===== config.mk =====
export PLATFORM = sky130hd
export DESIGN_NAME = fetch_queue
export DESIGN_NICKNAME = d
export VERILOG_FILES = /design/src/rtl/fetch_queue.sv
export SDC_FILE = /design/constraint.sdc
export NUM_CORES = 1
export LEC_CHECK = 0
export ABC_AREA = 1
export BUFFER_PORTS_ARGS = -buffer_cell sky130_fd_sc_hd__buf_2
export CAP_MARGIN = 20
export CELL_PAD_IN_SITES_DETAIL_PLACEMENT = 1
export CELL_PAD_IN_SITES_GLOBAL_PLACEMENT = 1
export CORE_ASPECT_RATIO = 0.8
export CORE_UTILIZATION = 50
export DETAILED_ROUTE_END_ITERATION = 10
export PLACE_DENSITY = 0.83
export SLEW_MARGIN = 5
export SYNTH_ARGS = -nofsm -noshare
export SYNTH_HDL_FRONTEND = slang
export SYNTH_SLANG_ARGS = --single-unit

===== constraint.sdc =====
create_clock -name clk -period 10 [get_ports clk]
set_input_delay 0.5 -clock clk [delete_from_list [all_inputs] [get_ports clk]]
set_output_delay 0.5 -clock clk [all_outputs]
set_load 0.02 [all_outputs]

===== src/rtl/fetch_queue.sv =====
// fetch_queue: circular instruction queue between fetch and decode.
// Holds {PC, instruction} pairs captured from fetch and presents the oldest
// one to decode under a valid/ready handshake. A flush drops every queued
// entry on a redirect. Entries become visible one cycle after capture; there
// is no bypass from fetch to decode.
module fetch_queue #(
    parameter int N     = 64,
    parameter int W     = 32,
    parameter int DEPTH = 4
) (
    input  logic                       clk,
    input  logic                       reset,
    input  logic                       enq_valid_F,
    input  logic [N-1:0]               pc_F,
    input  logic [W-1:0]               instr_F,
    output logic                       enq_ready_F,
    output logic                       deq_valid_D,
    input  logic                       deq_ready_D,
    output logic [N-1:0]               pc_D,
    output logic [W-1:0]               instr_D,
    input  logic                       flush,
    output logic [$clog2(DEPTH):0]     count
);

    localparam int AW = $clog2(DEPTH);
    localparam int CW = AW + 1;

    // Decode sees a LEGv8 NOP whenever the queue has nothing to offer.
    localparam logic [W-1:0] NOP_INSTR = W'(32'hD503201F);

    // Storage is deliberately left unreset; only the pointers and count matter.
    logic [N-1:0]  pc_mem_r    [DEPTH];
    logic [W-1:0]  instr_mem_r [DEPTH];

    logic [AW-1:0] wr_ptr_r;
    logic [AW-1:0] rd_ptr_r;
    logic [CW-1:0] count_r;

    logic          enq_fire_s;
    logic          deq_fire_s;
    logic          not_empty_s;

    // Handshake status derived only from the registered occupancy, so ready
    // never depends combinationally on the decode side.
    always_comb begin
        not_empty_s = (count_r != {CW{1'b0}});
        enq_ready_F = (count_r < CW'(DEPTH));
        deq_valid_D = not_empty_s;
        enq_fire_s  = enq_valid_F && enq_ready_F;
        deq_fire_s  = not_empty_s && deq_ready_D;
        count       = count_r;
    end

    // Head-entry presentation; empty queue shows PC 0 and a NOP.
    always_comb begin
        if (not_empty_s) begin
            pc_D    = pc_mem_r[rd_ptr_r];
            instr_D = instr_mem_r[rd_ptr_r];
        end else begin
            pc_D    = {N{1'b0}};
            instr_D = NOP_INSTR;
        end
    end

    // Capture the offered entry into the slot at the write pointer.
    always_ff @(posedge clk) begin
        if (enq_fire_s && !flush) begin
            pc_mem_r[wr_ptr_r]    <= pc_F;
            instr_mem_r[wr_ptr_r] <= instr_F;
        end
    end

    // Pointer and occupancy bookkeeping; flush outranks both handshakes,
    // and pointers wrap by natural binary overflow.
    always_ff @(posedge clk or posedge reset) begin
        if (reset) begin
            wr_ptr_r <= {AW{1'b0}};
            rd_ptr_r <= {AW{1'b0}};
            count_r  <= {CW{1'b0}};
        end else if (flush) begin
            wr_ptr_r <= {AW{1'b0}};
            rd_ptr_r <= {AW{1'b0}};
            count_r  <= {CW{1'b0}};
        end else begin
            if (enq_fire_s) begin
                wr_ptr_r <= wr_ptr_r + AW'(1);
            end else begin
                wr_ptr_r <= wr_ptr_r;
            end
            if (deq_fire_s) begin
                rd_ptr_r <= rd_ptr_r + AW'(1);
            end else begin
                rd_ptr_r <= rd_ptr_r;
            end
            case ({enq_fire_s, deq_fire_s})
                2'b10:   count_r <= count_r + CW'(1);
                2'b01:   count_r <= count_r - CW'(1);
                default: count_r <= count_r;
            endcase
        end
    end

endmodule


==> results of run 1 <==
==> worst max-delay path, cell delays in order (launching register included) <==
cell	delay, ps
dfrtp_4	700
inv_4	620
buf_4	870
o21ai_0	290
a21oi_1	260
buf_2	260
==> cells in the mapped netlist <==
library cell,instances,share of area
edfxtp_1,384,0.76
nand3_2,1,0.00066
nor3_1,1,0.00033
dfrtp_1,7,0.011
nor2_1,394,0.097
or2_2,1,0.00041
inv_2,2,0.00049
buf_4,19,0.0093
o21ai_0,176,0.058
clkbuf_1,21,0.0052
xor2_1,1,0.00057
a21oi_1,84,0.028
nand2_1,15,0.0037
nand4_1,1,0.00041
o21bai_1,1,0.00049
nand3_1,4,0.0013
o311ai_1,13,0.0075
o21ai_1,5,0.0016
buf_2,24,0.0079
fa_1,1,0.0013
buf_1,9,0.0022
inv_1,16,0.0039
ha_1,4,0.0033
==> stage by stage <==
step | worst slack (ps) | area [sq um] | hold WS, ps
global route | 5530 | 17700 | 174
global placement | 6480 | 16500 | 467
detailed placement | 6310 | 16500 | 468
CTS | 5740 | 17700 | 162
finish | 5740 | 17700 | 189
floorplan | 4560 | 15300 | 303
==> cells by family after synthesis <==
kind of cell / after synthesis / synth area share
AOI/OAI and AO/OA: 279 / 0.0949
xor gates and xnor gates: 1 / 0.000574
adders and majority gates: 5 / 0.00459
buffers and inverters: 91 / 0.0290
DFF: 391 / 0.767
and+or+nand+nor: 417 / 0.104
==> layout make-up <==
class,instances,share of cell area
Antenna cell,9,0.00127
Inverter,18,0.00416
Timing Repair Buffer,216,0.0632
Clock buffer,46,0.0589
Tap cell,406,0.0286
Clock inverter,22,0.00698
Multi-Input combinational cell,702,0.177
Sequential cell,391,0.660
==> registers in the layout, summed over array words and instances (netlist names) <==
name / cells
pc_mem_r: 256
instr_mem_r: 128
count: 3
rd_ptr_r: 2
wr_ptr_r: 2
==> power breakdown <==
group / switching [mW] / internal [mW]
Sequential: 0.0498 / 1.88
Clock: 0.585 / 0.769
Combinational: 0.931 / 0.331
Total: 1.57 / 2.98
==> final timing paths <==
kind	slack, ps	end	start	cells after the start
min reg2reg	540	wr_ptr_r[1]	wr_ptr_r[1]	2
max	5740	pc_D[16]	rd_ptr_r[0]	5
min	190	instr_mem_r[2][21]	instr_F[21]	1
max in group asynchronous	9220	rd_ptr_r[1]	reset	3
max reg2reg	6660	pc_mem_r[0][56]	count[2]	4
min in group asynchronous	490	count[2]	reset	3
==> per-layer routing <==
metal	vias to the layer above	global-route usage	wire length, um
li1	4591	-	-
met1	4926	0.303	15600
met2	275	0.443	19600
met3	61	0.0628	2730
met4	4	0.0731	852
met5	-	0	27
==> what timing repair did <==
action                                 in CTS  in global routing
hold buffers                                1                  0
buffers inserted                            0                  0
endpoints found under the hold margin       7                  0
gates resized for setup                     0                  0
==> impl_metrics.env, run 1 <==
export IMPL_cts_sinks=391
export IMPL_status="finished clean"
export IMPL_cts_root_buffer="clkbuf_16"
export IMPL_min_path_type="in2reg"
export IMPL_dp_cells=1732
export IMPL_ioPinCount=202
export IMPL_final_cells=1810
export IMPL_grt_use_total=0.250
export IMPL_multi_input_area_sq_um=3140
export IMPL_drcViolationCount=0
export IMPL_power_density_nw_per_um2=256
export IMPL_critPathRequiredTime_ps=9500
export IMPL_synth_fp_nets=1290
export IMPL_vdd_ir_drop_max_v=0.000159
export IMPL_ant_nets=0
export IMPL_place_gp_congestion=0.780
export IMPL_area_delta_synth_final_pct=16.3
export IMPL_relSlewSlack=0.264
export IMPL_finalCriticalPeriod_ps=4260
export IMPL_regArea_sq_um=11700
export IMPL_arrival_ps=3760
export IMPL_cts_tree="built"
export IMPL_via_per_inst=5.45
export IMPL_cts_max_level=2
export IMPL_grt_max_degree=110
export IMPL_rows=56
export IMPL_cts_max_path_buffers=3
export IMPL_p_leak_nw=6.40
export IMPL_die_x_um=197
export IMPL_cp_start_kind="register"
export IMPL_yosysSeqAreaShare=0.767
export IMPL_drtIter0Drc=592
export IMPL_critPathCaptureType="primary output"
export IMPL_period_share=0.426
export IMPL_fillers=2983
export IMPL_clock_skew_ps=13.1
export IMPL_layout_common_cells="390 x nor2_1, 384 x edfxtp_1, 201 x buf_2, 176 x o21ai_0, 84 x a21oi_1"
export IMPL_rsz0062_at_grt="no"
export IMPL_grt_pass1_vias=10544
export IMPL_layout_commonest_cell="nor2_1"
export IMPL_utilization=0.599
export IMPL_maxCapViolations=0
export IMPL_final_net_count=1475
export IMPL_antenna_found_initial=10
export IMPL_die_h_um=158
export IMPL_post_drt_wl_per_cell_um=21.4
export IMPL_ys_ff_latch=391
export IMPL_clk_pin_slew_ps=60
export IMPL_gr_total_overflow=0
export IMPL_first_pass_iters=5
export IMPL_finalHoldViolations=0
export IMPL_wirelength_um=38800
export IMPL_ys_warn_count=0
export IMPL_grt_pass1_wl_um=58900
export IMPL_drv_slew=0
export IMPL_setup_viol=0
export IMPL_avgSynthCellArea_sq_um=12.9
export IMPL_finalPower_mw=4.54
export IMPL_start_util=0.515
export IMPL_fmax_mhz=235
export IMPL_tns_ps=0
export IMPL_vias=9857
export IMPL_crit_fanout=109
export IMPL_worst_pin_slew_ps=1100
export IMPL_critPathKind="reg2out"
export IMPL_synthCells=1184
export IMPL_portBuffers=201
export IMPL_netlist_area_sq_um=15300
export IMPL_coreArea_sq_um=29600
export IMPL_numCtsBuffers=40
export IMPL_die_area_sq_um=31200
export IMPL_dp_hpwl_um=22400
export IMPL_clock_latency_ps=520
export IMPL_ys_types=23
export IMPL_layout_drive_gt1_share=0.199
(Power assumes the default switching activity.)
==> run 2, diff against run 1 <==
CORE_UTILIZATION = 47   (was 50)
PLACE_DENSITY = 0.79   (was 0.83)
clock period = 4.1 ns   (was 10 ns; I/O delays follow)
==> run 2 against run 1 <==
  * Die area up 6.3%
  * Hold slack worse by 140 ps
  * Utilization down 0.20 points
  * Critical endpoint is now pc_D[47]
  * Clock skew up 4.1 ps
  * Largest cell class unchanged
==> impl_metrics.env, run 2 (synthesis results as in run 1) <==
export IMPL_final_cells=1925
export IMPL_final_net_count=1578
export IMPL_wirelength_um=41000
export IMPL_p_leak_nw=6.90
export IMPL_tns_ps=0
export IMPL_reg2reg_to="pc_mem_r[2][11]"
export IMPL_reg2reg_depth=4
export IMPL_gr_total_overflow=0
export IMPL_worst_pin_slew_ps=991
export IMPL_via_per_inst=5.36
export IMPL_cp_start_kind="register"
export IMPL_layout_common_cells="390 x nor2_1, 384 x edfxtp_1, 201 x buf_2, 176 x o21ai_0, 98 x dlygate4sd3_1"
export IMPL_critPathKind="reg2out"
export IMPL_drtIter0Drc=597
export IMPL_die_h_um=163
export IMPL_holdWs_ps=51.2
export IMPL_fillers=3212
export IMPL_power_density_nw_per_um2=606
export IMPL_critPathCaptureType="primary output"
export IMPL_portBuffers=201
export IMPL_cts_sinks=391
export IMPL_ioPinCount=202
export IMPL_clock_latency_ps=530
export IMPL_period_share=0.798
export IMPL_grt_pass1_vias=11210
export IMPL_dp_hpwl_um=21800
export IMPL_place_gp_congestion=0.698
export IMPL_min_path_type="in2reg"
export IMPL_clock_skew_ps=17.3
export IMPL_critical_path_depth=7
export IMPL_cts_resized=0
export IMPL_start_util=0.481
export IMPL_endpoint="pc_D[47]"
export IMPL_maxCapViolations=0
export IMPL_multi_input_area_sq_um=3140
export IMPL_cts_setup_buffers=0
export IMPL_clk_pin_slew_ps=60
export IMPL_startpoint="rd_ptr_r[0]"
export IMPL_area_delta_synth_final_pct=24.0
export IMPL_status="finished clean"
export IMPL_r2r_start="count[2]"
export IMPL_layout_drive_gt1_share=0.190
export IMPL_dp_cells=1752
export IMPL_fmax_mhz=306
export IMPL_top_register="pc_mem_r"
export IMPL_vdd_ir_drop_max_v=0.000495
export IMPL_grt_max_degree=84
export IMPL_layout_commonest_cell="nor2_1"
export IMPL_setup_viol=0
export IMPL_cp_slowest_stage_delay_ps=880
export IMPL_numCtsBuffers=40
export IMPL_cts_tree="built"
export IMPL_vias=10324
export IMPL_grt_use_total=0.252
export IMPL_critPathRequiredTime_ps=3890
export IMPL_die_area_sq_um=33200
export IMPL_finalHoldViolations=0
export IMPL_coreArea_sq_um=31700
export IMPL_cts_max_path_buffers=3
export IMPL_antenna_found_initial=3
export IMPL_die_x_um=203
export IMPL_cp_slowest_cell="dfrtp_4"
export IMPL_regArea_sq_um=11700
export IMPL_drv_slew=0
export IMPL_holdPathStages=3
export IMPL_finalCriticalPeriod_ps=3270
export IMPL_cts_max_level=2
export IMPL_cts_root_buffer="clkbuf_16"
export IMPL_setup_slack_ps=830
export IMPL_r2r_setup_slack_ps=1610
export IMPL_finalPower_mw=11.5
export IMPL_relSlewSlack=0.339
export IMPL_rsz0062_at_grt="no"
export IMPL_drcViolationCount=0
export IMPL_crit_family="buffers and inverters"
export IMPL_grt_pass1_wl_um=63300
export IMPL_ant_nets=0
export IMPL_crit_chain="buf_4 -> buf_4 -> nor2_1 -> nor2_1 -> o21ai_0 -> a21oi_1 -> buf_2"
export IMPL_rows=58
export IMPL_crit_fanout=62
export IMPL_post_drt_wl_per_cell_um=21.3
export IMPL_largest_register_ffs=256
export IMPL_arrival_ps=3060
export IMPL_critPathBufInv=3
export IMPL_place_ws_ps=1420
export IMPL_first_pass_iters=5
[run 2: cell count changes in the layout (fill, tap and decap cells not counted), moves of 6 or more]
cell | before | now
clkinv_1 | 12 | 6
clkbuf_1 | 5 | 13
diode_2 | 9 | 3
dlygate4sd3_1 | 1 | 98
clkbuf_8 | 0 | 6
[run 2: layer usage]
layer,routed length [um],GRT usage,part of all wire
met1,16900,0.312,0.41
met2,20900,0.449,0.51
met3,2380,0.0503,0.058
met4,794,0.0704,0.019
met5,0,0,0
[run 2: area by class of cell]
class | instances | area share
antenna | 3 | 0.000397
clock buffer | 60 | 0.0612
clock inverter | 12 | 0.00575
inverter | 18 | 0.00390
multi-input combinational | 702 | 0.166
sequential | 391 | 0.619
tap | 420 | 0.0278
timing repair buffer | 319 | 0.116
[run 2: power by group]
group          internal [mW]  switching (mW)  total (mW)
Sequential              4.58           0.133        4.71
Clock                   2.08            1.47        3.55
Combinational          0.905            2.31        3.21
Total                   7.56            3.91        11.5
[run 2: how the worst min path moves through the flow]
stage                   to        start
4_1_cts        rd_ptr_r[0]  deq_ready_D
2_1_floorplan     count[0]        reset
5_1_grt        rd_ptr_r[0]  deq_ready_D
3_3_place_gp      count[2]        reset
3_5_place_dp      count[2]        reset
6_report       rd_ptr_r[0]  deq_ready_D
[run 2: repair_timing]
action,4_1_cts,5_1_grt
hold buffers,98,0
endpoints found under the setup margin,0,0
endpoints found under the hold margin,393,0
[run 2: worst register-to-register path, delay by kind of cell, from the launching register on]
family	cells	cell delay, ps
flip-flops	1	390
buffers and inverters	1	720
AND/OR/NAND/NOR	3	880
[run 2: metrics by stage]
step           cell area [sq um]   util
6_report                   18900  0.597
2_1_floorplan              15300      -
4_1_cts                    18900  0.597
5_1_grt                    18900  0.597
3_3_place_gp               16700  0.526
3_5_place_dp               16700  0.526
